==> src/rtl/dac_playback_ctrl.sv <==
// DAC waveform playback sequencer: walks a programmable buffer window at a divided
// rate, issuing BRAM read strobes plus a read-latency-aligned sample_valid.
module dac_playback_ctrl #(
  parameter int ADDR_W = 16,
  parameter int DIV_W  = 16,
  parameter int LOOP_W = 8,
  parameter int RD_LAT = 2
) (
  input  logic              dac_clk,
  input  logic              resetn,
  input  logic              cfg_valid,
  output logic              cfg_ready,
  input  logic [ADDR_W-1:0] cfg_start,
  input  logic [ADDR_W-1:0] cfg_length,
  input  logic [DIV_W-1:0]  cfg_div,
  input  logic [LOOP_W-1:0] cfg_loops,
  output logic              cfg_err,
  input  logic              arm,
  input  logic              trigger,
  input  logic              stop,
  output logic              rd_ce,
  output logic [ADDR_W-1:0] rd_addr,
  output logic              sample_valid,
  output logic              busy,
  output logic              done
);

  localparam logic [ADDR_W-1:0] ONE_A = ADDR_W'(1);
  localparam logic [DIV_W-1:0]  ONE_D = DIV_W'(1);
  localparam logic [LOOP_W-1:0] ONE_L = LOOP_W'(1);

  typedef enum logic [1:0] {S_IDLE, S_ARMED, S_PLAY, S_DONE} state_t;

  state_t            state_q, state_d;
  logic [ADDR_W-1:0] start_q, start_d;
  logic [ADDR_W-1:0] length_q, length_d;
  logic [DIV_W-1:0]  div_q, div_d;
  logic [LOOP_W-1:0] loops_q, loops_d;
  logic [ADDR_W-1:0] idx_q, idx_d;
  logic [DIV_W-1:0]  div_cnt_q, div_cnt_d;
  logic [LOOP_W-1:0] loops_left_q, loops_left_d;
  logic              cfg_ready_q, cfg_ready_d;
  logic              cfg_err_q, cfg_err_d;
  logic              rd_ce_q, rd_ce_d;
  logic [ADDR_W-1:0] rd_addr_q, rd_addr_d;
  logic              busy_q, busy_d;
  logic              done_q, done_d;
  logic [RD_LAT-1:0] sv_pipe_q, sv_pipe_d;

  logic strobe, pass_end, final_strobe, cfg_accept;

  // div_cnt/idx always describe the current PLAY cycle, so rd_ce_q mirrors strobe.
  assign strobe       = (state_q == S_PLAY) && (div_cnt_q == '0);
  assign pass_end     = strobe && (idx_q == length_q - ONE_A);
  assign final_strobe = pass_end && (loops_left_q == ONE_L);
  assign cfg_accept   = (state_q == S_IDLE) && cfg_valid && (cfg_length != '0);

  always_ff @(posedge dac_clk) begin
    if (!resetn) begin
      state_q      <= S_IDLE;
      start_q      <= '0;
      length_q     <= ONE_A;
      div_q        <= '0;
      loops_q      <= ONE_L;
      idx_q        <= '0;
      div_cnt_q    <= '0;
      loops_left_q <= '0;
      cfg_ready_q  <= 1'b1;
      cfg_err_q    <= 1'b0;
      rd_ce_q      <= 1'b0;
      rd_addr_q    <= '0;
      busy_q       <= 1'b0;
      done_q       <= 1'b0;
      sv_pipe_q    <= '0;
    end else begin
      state_q      <= state_d;
      start_q      <= start_d;
      length_q     <= length_d;
      div_q        <= div_d;
      loops_q      <= loops_d;
      idx_q        <= idx_d;
      div_cnt_q    <= div_cnt_d;
      loops_left_q <= loops_left_d;
      cfg_ready_q  <= cfg_ready_d;
      cfg_err_q    <= cfg_err_d;
      rd_ce_q      <= rd_ce_d;
      rd_addr_q    <= rd_addr_d;
      busy_q       <= busy_d;
      done_q       <= done_d;
      sv_pipe_q    <= sv_pipe_d;
    end
  end

  // stop wins over trigger and over completion of the final pass.
  always_comb begin
    state_d = state_q;
    unique case (state_q)
      S_IDLE:  if (arm) state_d = S_ARMED;
      S_ARMED: begin
        if (stop)         state_d = S_IDLE;
        else if (trigger) state_d = S_PLAY;
      end
      S_PLAY: begin
        if (stop)              state_d = S_IDLE;
        else if (final_strobe) state_d = S_DONE;
      end
      S_DONE:  state_d = S_IDLE;
      default: state_d = S_IDLE;
    endcase
  end

  always_comb begin
    start_d      = start_q;
    length_d     = length_q;
    div_d        = div_q;
    loops_d      = loops_q;
    idx_d        = idx_q;
    div_cnt_d    = div_cnt_q;
    loops_left_d = loops_left_q;
    if (cfg_accept) begin
      start_d  = cfg_start;
      length_d = cfg_length;
      div_d    = cfg_div;
      loops_d  = cfg_loops;
    end
    if (state_q == S_ARMED && state_d == S_PLAY) begin
      idx_d        = '0;
      div_cnt_d    = '0;
      loops_left_d = loops_q;
    end else if (state_q == S_PLAY && state_d == S_PLAY) begin
      if (strobe) begin
        div_cnt_d = div_q;
        if (pass_end) begin
          idx_d = '0;
          // loops_left of zero means play forever
          if (loops_left_q != '0) loops_left_d = loops_left_q - ONE_L;
        end else begin
          idx_d = idx_q + ONE_A;
        end
      end else begin
        div_cnt_d = div_cnt_q - ONE_D;
      end
    end
  end

  always_comb begin
    cfg_ready_d  = (state_d == S_IDLE);
    busy_d       = (state_d == S_ARMED) || (state_d == S_PLAY);
    done_d       = (state_d == S_DONE);
    cfg_err_d    = (state_q == S_IDLE) && cfg_valid && (cfg_length == '0);
    rd_ce_d      = (state_d == S_PLAY) && (div_cnt_d == '0);
    rd_addr_d    = rd_ce_d ? (start_q + idx_d) : rd_addr_q;
    sv_pipe_d    = '0;
    sv_pipe_d[0] = rd_ce_q;
    for (int i = 1; i < RD_LAT; i++) sv_pipe_d[i] = sv_pipe_q[i-1];
  end

  assign cfg_ready    = cfg_ready_q;
  assign cfg_err      = cfg_err_q;
  assign rd_ce        = rd_ce_q;
  assign rd_addr      = rd_addr_q;
  assign busy         = busy_q;
  assign done         = done_q;
  assign sample_valid = sv_pipe_q[RD_LAT-1];

endmodule

==> config.mk <==
export PLATFORM = sky130hd
export DESIGN_NAME = dac_playback_ctrl
export DESIGN_NICKNAME = d
export VERILOG_FILES = /design/src/rtl/dac_playback_ctrl.sv
export SDC_FILE = /design/constraint.sdc
export NUM_CORES = 1
export LEC_CHECK = 0
export ABC_AREA = 0
export CORE_MARGIN = 1.5
export CORE_UTILIZATION = 42
export CTS_CLUSTER_DIAMETER = 80
export DETAILED_ROUTE_END_ITERATION = 10
export SYNTH_ARGS = -nofsm -noshare
export SYNTH_HDL_FRONTEND = slang
export SYNTH_SLANG_ARGS = --single-unit
==> constraint.sdc <==
create_clock -name dac_clk -period 6.9 [get_ports dac_clk]
set_input_delay 1.035 -clock dac_clk [delete_from_list [all_inputs] [get_ports dac_clk]]
set_output_delay 1.035 -clock dac_clk [all_outputs]
set_load 0.05 [all_outputs]
==> metrics.csv, run 1 <==
stage,metric,value,unit
drt,drt-wirelength-per-cell,16.7,microns
pwr,power.share.switching,0.248,
yosys,yosys-top-cells-count,"sky130_fd_sc_hd__nand2_1, sky130_fd_sc_hd__dfxtp_1, sky130_fd_sc_hd__a21oi_1, sky130_fd_sc_hd__nor2_1, sky130_fd_sc_hd__nor3_1",
setup_path,criticalPathCategory,reg -> reg,
pwr,static_leakage,0.00310,uW
clocking,tritoncts,built,
yosys,synth_enable_flop_cells,0,
drt,drt_iter0_markers,389,
timing,finalMaxSlewViolations,0,
pwr,clock_power_share,0.487,
timing,timing_worst_slew_pin_value,1.04,ns
setup_path,critical_path.reg2reg.endpoint,rd_addr[15],
global_routing,grt_pass1_wl,30000,microns
yosys,synth.top_cells.by_area,"sky130_fd_sc_hd__dfxtp_1, sky130_fd_sc_hd__nand2_1, sky130_fd_sc_hd__a21oi_1",
yosys,yosysMostFrequentCell,sky130_fd_sc_hd__nand2_1,
timing,max-slew-margin-rel,0.306,
layout,layout-drive-gt1-share,0.0782,
yosys,post_synth_xor_area_fraction,0.0615,
setup_path,setup.worst_path.start,div_cnt_q[2],
drt,drtAntennaViolNets,0,
global_routing,gr-total-overflow,0,
yosys,synth.largest_area_cell,sky130_fd_sc_hd__dfxtp_1,
timing,final-hold-violation-count,0,
setup_path,worst_path_largest_cell_delay,0.54,ns
yosys,post_synthesis_instance_area,6550,sq um
global_routing,first_global_vias,5965,
timing,rsz0062_at_grt,false,
pwr,fraction_of_power_consumed_by_sequential_logic,0.406,
global_routing,grt_antenna_before_repair,0,
setup_path,timing.rr.start,div_cnt_q[2],
floorplan,floorplan.rows,45,
timing,final_period_minus_worst_setup_slack,6.13,ns
yosys,synth_fa_ha_area_frac,0.0470,
timing,period_share,0.888,
floorplan,floorplan.initialDensity,0.431,
global_routing,grt_max_degree,58,
pwr,power.internal,1390,uW
floorplan,core_region_area,15200,sq um
yosys,syn_avg_cell_area,7.92,sq um
pwr,comb_power_share,0.108,
yosys,synthesis.instances,828,
drt,firstDrtPassIters,5,
clocking,clock-root-buffer,sky130_fd_sc_hd__clkbuf_16,
yosys,mux_share_of_post_synthesis_cell_area,0.0176,
timing,fmax,163,MHz
hold_path,worst_hold_path_type,reg -> reg,
yosys,asyncSetResetFlopFracSynth,0,
clocking,htreeDepth,4,
clocking,clk_latency_worst_skew_pair,0.42,ns
timing,hold_slack,0.436,ns
layout,area_delta_synth_final,23.9,%
setup_path,crit_path_cell_trace,nor4_4 > nand4_2 > or2_0 > nor3_1 > nand3_1 > nor3_1 > o32a_1 > inv_1 > ha_1 > and3b_1 > nand3_2 > nor2_1 > nand4_1 > nor2_1 > xnor2_1 > nor2_1 > ha_1 > a21o_1 > a21o_1 > a21oi_1 > a31oi_1 > o41ai_1 > a31oi_1 > o311a_1,
place,port-buffer-count,83,
yosys,synthDominantCellAreaShare,0.370,
drt,route.vias.total,6129,
setup_path,rr_worst_depth,24,
drt,detail_route.wirelength,18300,microns
setup_path,setup.worst_path.end,rd_addr[15],
clocking,cts.clk_slew.worst_paths,0.05,ns
layout,nets,981,
setup_path,worst_setup_path_end_kind,register,
floorplan,dieHeight,128,microns
drt,drcViolationCount,0,
pwr,switching_power,458,uW
status,status,completed,
yosys,post_synth_and_or_nand_nor_area_fraction,0.278,
setup_path,worst-endpoint-arrival,6.43,ns
timing,finalSetupViolations,0,
yosys,syn-num-nets,914,
job,max_cap_violations,0,
setup_path,crit_fanout,8,
yosys,synth_ff_type,sky130_fd_sc_hd__dfxtp_1,
floorplan,die_area,16400,sq um
timing,finalSetupTns,0,ns
setup_path,crit_slowest_cell,sky130_fd_sc_hd__nor4_4,
global_routing,global_route.usage.total,0.233,
clocking,tritoncts.num_buffers,17,
yosys,ys.warnings.count,0,
clocking,max-clock-path-buffers,2,
setup_path,worstPathRequired,7.20,ns
pwr,peakVddDrop,181,uV
floorplan,floorplan.die.width,128,microns
place,globalplace.congestion,0.870,
timing,fin_worst_skew,0.00649,ns
yosys,synth_compound_gate_area_share,0.181,
clocking,clock_sink_count,121,
setup_path,reg2reg_slack,0.77,ns
setup_path,critPathMostFrequentCell,sky130_fd_sc_hd__nor2_1,
layout,antennaDiodeCount,0,
setup_path,critPathLaunchType,register,
floorplan,ioPinCount,84,
drt,vias_per_cell,5.59,
place,detailedPlacementHpwl,13200,microns
pwr,power.density_cell_area,227,nW/um^2
yosys,synth.distinct_cells,76,
yosys,yosysSeqAreaShare,0.370,
yosys,synth.ff_latch_count,121,
yosys,synth_top_family_by_area,simple AND/OR/NAND/NOR gates,
routing by layer:
layer	GRT usage	vias up	wire length (microns)
met1	0.291	2890	8300
met4	0.0747	0	313
li1	-	3080	-
met5	0	-	0
met2	0.404	134	9010
met3	0.0447	25	683
worst min path at each step:
stage | start | to | slack [ns] | cells past startpoint
5_1_grt | sv_pipe_q[0] | sv_pipe_q[1] | 0.46 | 1
6_report | sv_pipe_q[0] | sv_pipe_q[1] | 0.44 | 1
4_1_cts | sv_pipe_q[0] | sv_pipe_q[1] | 0.44 | 1
2_1_floorplan | sv_pipe_q[0] | sv_pipe_q[1] | 0.41 | 1
3_3_place_gp | sv_pipe_q[0] | sv_pipe_q[1] | 0.42 | 1
3_5_place_dp | sv_pipe_q[0] | sv_pipe_q[1] | 0.43 | 1
placed cells by master (no fill, tap or decap), types with 25 or more instances in the layout:
cell                                n
sky130_fd_sc_hd__nor2_1            64
sky130_fd_sc_hd__a21oi_1           82
sky130_fd_sc_hd__nor3_1            38
sky130_fd_sc_hd__dfxtp_1          121
sky130_fd_sc_hd__nand3_1           32
sky130_fd_sc_hd__xor2_1            25
sky130_fd_sc_hd__o21ai_0           25
sky130_fd_sc_hd__clkdlybuf4s50_1   83
sky130_fd_sc_hd__nand2_1          145
state kept, by name (all words and copies together) (netlist names), 2 cells and up:
signal and cells:
div_q 16, idx_q 16, loops_q 8, state_q 2, loops_left_q 8, start_q 16, sv_pipe_q 2, rd_addr 16
length_q 16, div_cnt_q 16
power by group through the flow:
stage / Sequential [uW] / Combinational [uW] / Clock (uW)
after floorplan: 763 / 118 / 0
after global placement: 763 / 195 / 0
after detailed placement: 764 / 199 / 0
after CTS: 749 / 200 / 915
after global routing: 752 / 220 / 950
final: 749 / 199 / 899
metrics by stage:
step / power (uW) / area [sq um] / setup WS [ns] / cells / util
5_1_grt: 1920 / 8120 / 0.186 / 1096 / 0.534
4_1_cts: 1860 / 8110 / 0.575 / 1096 / 0.534
6_report: 1850 / 8120 / 0.772 / 1096 / 0.534
3_3_place_gp: 958 / 7520 / 0.850 / 1064 / 0.494
3_5_place_dp: 963 / 7520 / 0.662 / 1064 / 0.494
2_1_floorplan: 881 / 6550 / 1.45 / 828 / -
what timing repair did:
item,in CTS,in global routing
resized for setup,0,1
setup buffers,0,0
endpoints found under the setup margin,0,1
hold buffers,0,0
worst max-delay path: cells and delay by family, from the launching register on:
| family | cells | cell delay (ns) |
|---|---|---|
| and+or+nand+nor | 12 | 2.87 |
| AOI/OAI and AO/OA | 8 | 1.82 |
| adders and majority gates | 2 | 0.67 |
| DFF | 1 | 0.37 |
| xor gates and xnor gates | 1 | 0.21 |
| buffers and inverters | 1 | 0.08 |
kinds of logic (layout without fill, tap and decap cells):
logic type	Yosys count	after routing
buffers and inverters	72	152
XOR/XNOR	46	46
flip-flops	121	121
AND/OR/NAND/NOR	367	367
multiplexers	11	11
AO/OA/AOI/OAI	187	187
adder cells (fa/ha/maj)	24	24
layout make-up:
type | count | area [sq um]
Fill cell | 1443 | 7080
Clock inverter | 12 | 150
Tap cell | 188 | 235
Sequential cell | 121 | 2420
Clock buffer | 20 | 447
Multi-Input combinational cell | 635 | 3850
Timing Repair Buffer | 96 | 928
Inverter | 24 | 90.1
(Power assumes the default switching activity.)
==> run 2: changes to the inputs <==
--- a/config.mk
+++ b/config.mk
@@ -7,7 +7,7 @@
 export LEC_CHECK = 0
 export ABC_AREA = 0
-export CORE_MARGIN = 1.5
 export CORE_UTILIZATION = 42
 export CTS_CLUSTER_DIAMETER = 80
+export CTS_CLUSTER_SIZE = 10
 export DETAILED_ROUTE_END_ITERATION = 10
 export SYNTH_ARGS = -nofsm -noshare
==> constraint.sdc (replaced) <==
create_clock -name dac_clk -period 6.9 [get_ports dac_clk]
set_input_delay 0.69 -clock dac_clk [delete_from_list [all_inputs] [get_ports dac_clk]]
set_output_delay 0.69 -clock dac_clk [all_outputs]
set_load 0.05 [all_outputs]
==> metrics.csv, run 2 (synthesis results as in run 1) <==
stage,metric,value,unit
pwr,switching_power,450,uW
floorplan,floorplan.rows,45,
global_routing,grt_antenna_before_repair,0,
pwr,power.internal,1390,uW
drt,detail_route.wirelength,18300,microns
timing,final_period_minus_worst_setup_slack,6.11,ns
layout,mostFrequentLayoutCell,sky130_fd_sc_hd__nand2_1,
clocking,post_cts_buffers,0,
timing,timing_worst_slew_pin_value,1.08,ns
pwr,power.share.switching,0.245,
pwr,static_leakage,0.00310,uW
clocking,clock-root-buffer,sky130_fd_sc_hd__clkbuf_16,
hold_path,worst_hold_path_type,reg -> reg,
setup_path,rr_worst_depth,26,
setup_path,timing.rr.start,length_q[0],
setup_path,criticalPathCategory,reg -> reg,
pwr,power.density_cell_area,227,nW/um^2
drt,drt_iter0_markers,368,
setup_path,crit_fanout,8,
floorplan,dieHeight,127,microns
global_routing,first_global_vias,5965,
floorplan,ioPinCount,84,
drt,drt-wirelength-per-cell,16.7,microns
pwr,power_total,1840,uW
place,detailedPlacementHpwl,13100,microns
job,max_cap_violations,0,
pwr,comb_power_share,0.110,
place,numPlacedInstances,1064,
timing,max-slew-margin-rel,0.283,
layout,fillerInstances,1470,
pwr,fraction_of_power_consumed_by_sequential_logic,0.408,
status,status,completed,
floorplan,core_region_area,15200,sq um
drt,drtAntennaViolNets,0,
timing,fin_worst_skew,0.00562,ns
layout,layout-drive-gt1-share,0.0739,
drt,firstDrtPassIters,5,
drt,vias_per_cell,5.64,
clocking,tritoncts,built,
clocking,clock_sink_count,121,
global_routing,grt_max_degree,95,
pwr,clock_power_share,0.483,
drt,route.vias.total,6179,
setup_path,setup.worst_path.start,length_q[0],
setup_path,worst-endpoint-arrival,6.41,ns
global_routing,gr-total-overflow,0,
clocking,max-clock-path-buffers,2,
timing,finalSetupViolations,0,
floorplan,floorplan.die.width,127,microns
timing,finalSetupTns,0,ns
clocking,post_cts_resize_count,0,
clocking,tritoncts.num_buffers,17,
clocking,htreeDepth,4,
timing,rsz0062_at_grt,false,
setup_path,critPathLaunchType,register,
place,port-buffer-count,83,
setup_path,setup.worst_path.end,rd_addr[10],
place,globalplace.congestion,0.910,
drt,drcViolationCount,0,
setup_path,worst_setup_path_end_kind,register,
setup_path,reg2reg_slack,0.79,ns
clocking,clk_latency_worst_skew_pair,0.42,ns
floorplan,die_area,16100,sq um
global_routing,global_route.usage.total,0.238,
global_routing,grt_pass1_wl,30200,microns
timing,final-hold-violation-count,0,
floorplan,floorplan.initialDensity,0.431,
timing,fmax,164,MHz
layout,final_cell_count_no_fill,1095,
clocking,cts.clk_slew.worst_paths,0.06,ns
clocking,cts_hold_repair.buffers,0,
setup_path,critical_path.reg2reg.endpoint,rd_addr[10],
layout,antennaDiodeCount,0,
layout,layout_common_cells,"sky130_fd_sc_hd__nand2_1, sky130_fd_sc_hd__dfxtp_1, sky130_fd_sc_hd__clkdlybuf4s50_1, sky130_fd_sc_hd__a21oi_1, sky130_fd_sc_hd__nor2_1",
setup_path,worstPathRequired,7.20,ns
layout,nets,981,
pwr,peakVddDrop,175,uV
timing,finalMaxSlewViolations,0,
timing,period_share,0.885,
layout,area_delta_synth_final,23.5,%
## run 2: how the worst min path moves through the flow
stage	slack [ns]	endpoint	from	cells after the start
6_report	0.43	sv_pipe_q[1]	sv_pipe_q[0]	1
3_3_place_gp	0.41	sv_pipe_q[1]	sv_pipe_q[0]	1
4_1_cts	0.43	sv_pipe_q[1]	sv_pipe_q[0]	1
2_1_floorplan	0.41	sv_pipe_q[1]	sv_pipe_q[0]	1
3_5_place_dp	0.42	sv_pipe_q[1]	sv_pipe_q[0]	1
5_1_grt	0.45	sv_pipe_q[1]	sv_pipe_q[0]	1
## run 2: area by class of cell
type                            count  area, sq um  share of cell area
Clock buffer                       22          454              0.0561
Clock inverter                      9          124              0.0153
Inverter                           24         90.1              0.0111
Multi-Input combinational cell    635         3840               0.474
Sequential cell                   121         2420               0.299
Tap cell                          188          235              0.0291
Timing Repair Buffer               96          928               0.115
## run 2: critical path, cell delays in order, from the launching register on
cell and delay, ns:
sky130_fd_sc_hd__dfxtp_1 0.34, sky130_fd_sc_hd__inv_1 0.09, sky130_fd_sc_hd__ha_1 0.17, sky130_fd_sc_hd__nor3b_2 0.44, sky130_fd_sc_hd__and4_1 0.29, sky130_fd_sc_hd__o21ai_0 0.08, sky130_fd_sc_hd__nor3b_1 0.15, sky130_fd_sc_hd__o22ai_1 0.33
sky130_fd_sc_hd__nor3_1 0.10, sky130_fd_sc_hd__o32a_1 0.20, sky130_fd_sc_hd__inv_1 0.10, sky130_fd_sc_hd__ha_1 0.26, sky130_fd_sc_hd__and3b_1 0.23, sky130_fd_sc_hd__nand3_2 0.17, sky130_fd_sc_hd__or3_1 0.53, sky130_fd_sc_hd__nand2_1 0.13
sky130_fd_sc_hd__a21oi_1 0.08, sky130_fd_sc_hd__ha_1 0.25, sky130_fd_sc_hd__fa_1 0.40, sky130_fd_sc_hd__a21o_1 0.19, sky130_fd_sc_hd__a21o_1 0.19, sky130_fd_sc_hd__a21oi_1 0.18, sky130_fd_sc_hd__o21ai_0 0.24, sky130_fd_sc_hd__a31o_2 0.31
sky130_fd_sc_hd__a21oi_1 0.18, sky130_fd_sc_hd__xor2_1 0.19, sky130_fd_sc_hd__o22ai_1 0.10
## run 2: power by group through the flow
stage | logic (uW) | registers, uW | clock network, uW
after CTS | 203 | 749 | 901
after global placement | 199 | 763 | 0
after floorplan | 118 | 763 | 0
after global routing | 224 | 752 | 935
final | 202 | 749 | 887
after detailed placement | 202 | 764 | 0
## run 2: routing by layer
metal  vias to the layer above  track usage  wire length [microns]
li1                       3084            -                      -
met1                      2943        0.296                   8370
met2                       125        0.407                   8880
met3                        27       0.0540                    694
met4                         0       0.0770                    308
met5                         -            0                      0
## run 2: through the flow
| step | util | cell area [sq um] | hold WS, ns | worst slack [ns] |
|---|---|---|---|---|
| floorplan | - | 6550 | 0.412 | 1.45 |
| global placement | 0.494 | 7520 | 0.415 | 1.01 |
| detailed placement | 0.494 | 7520 | 0.420 | 0.775 |
| CTS | 0.532 | 8090 | 0.433 | 0.753 |
| global route | 0.532 | 8090 | 0.452 | 0.215 |
| finish | 0.532 | 8090 | 0.430 | 0.791 |
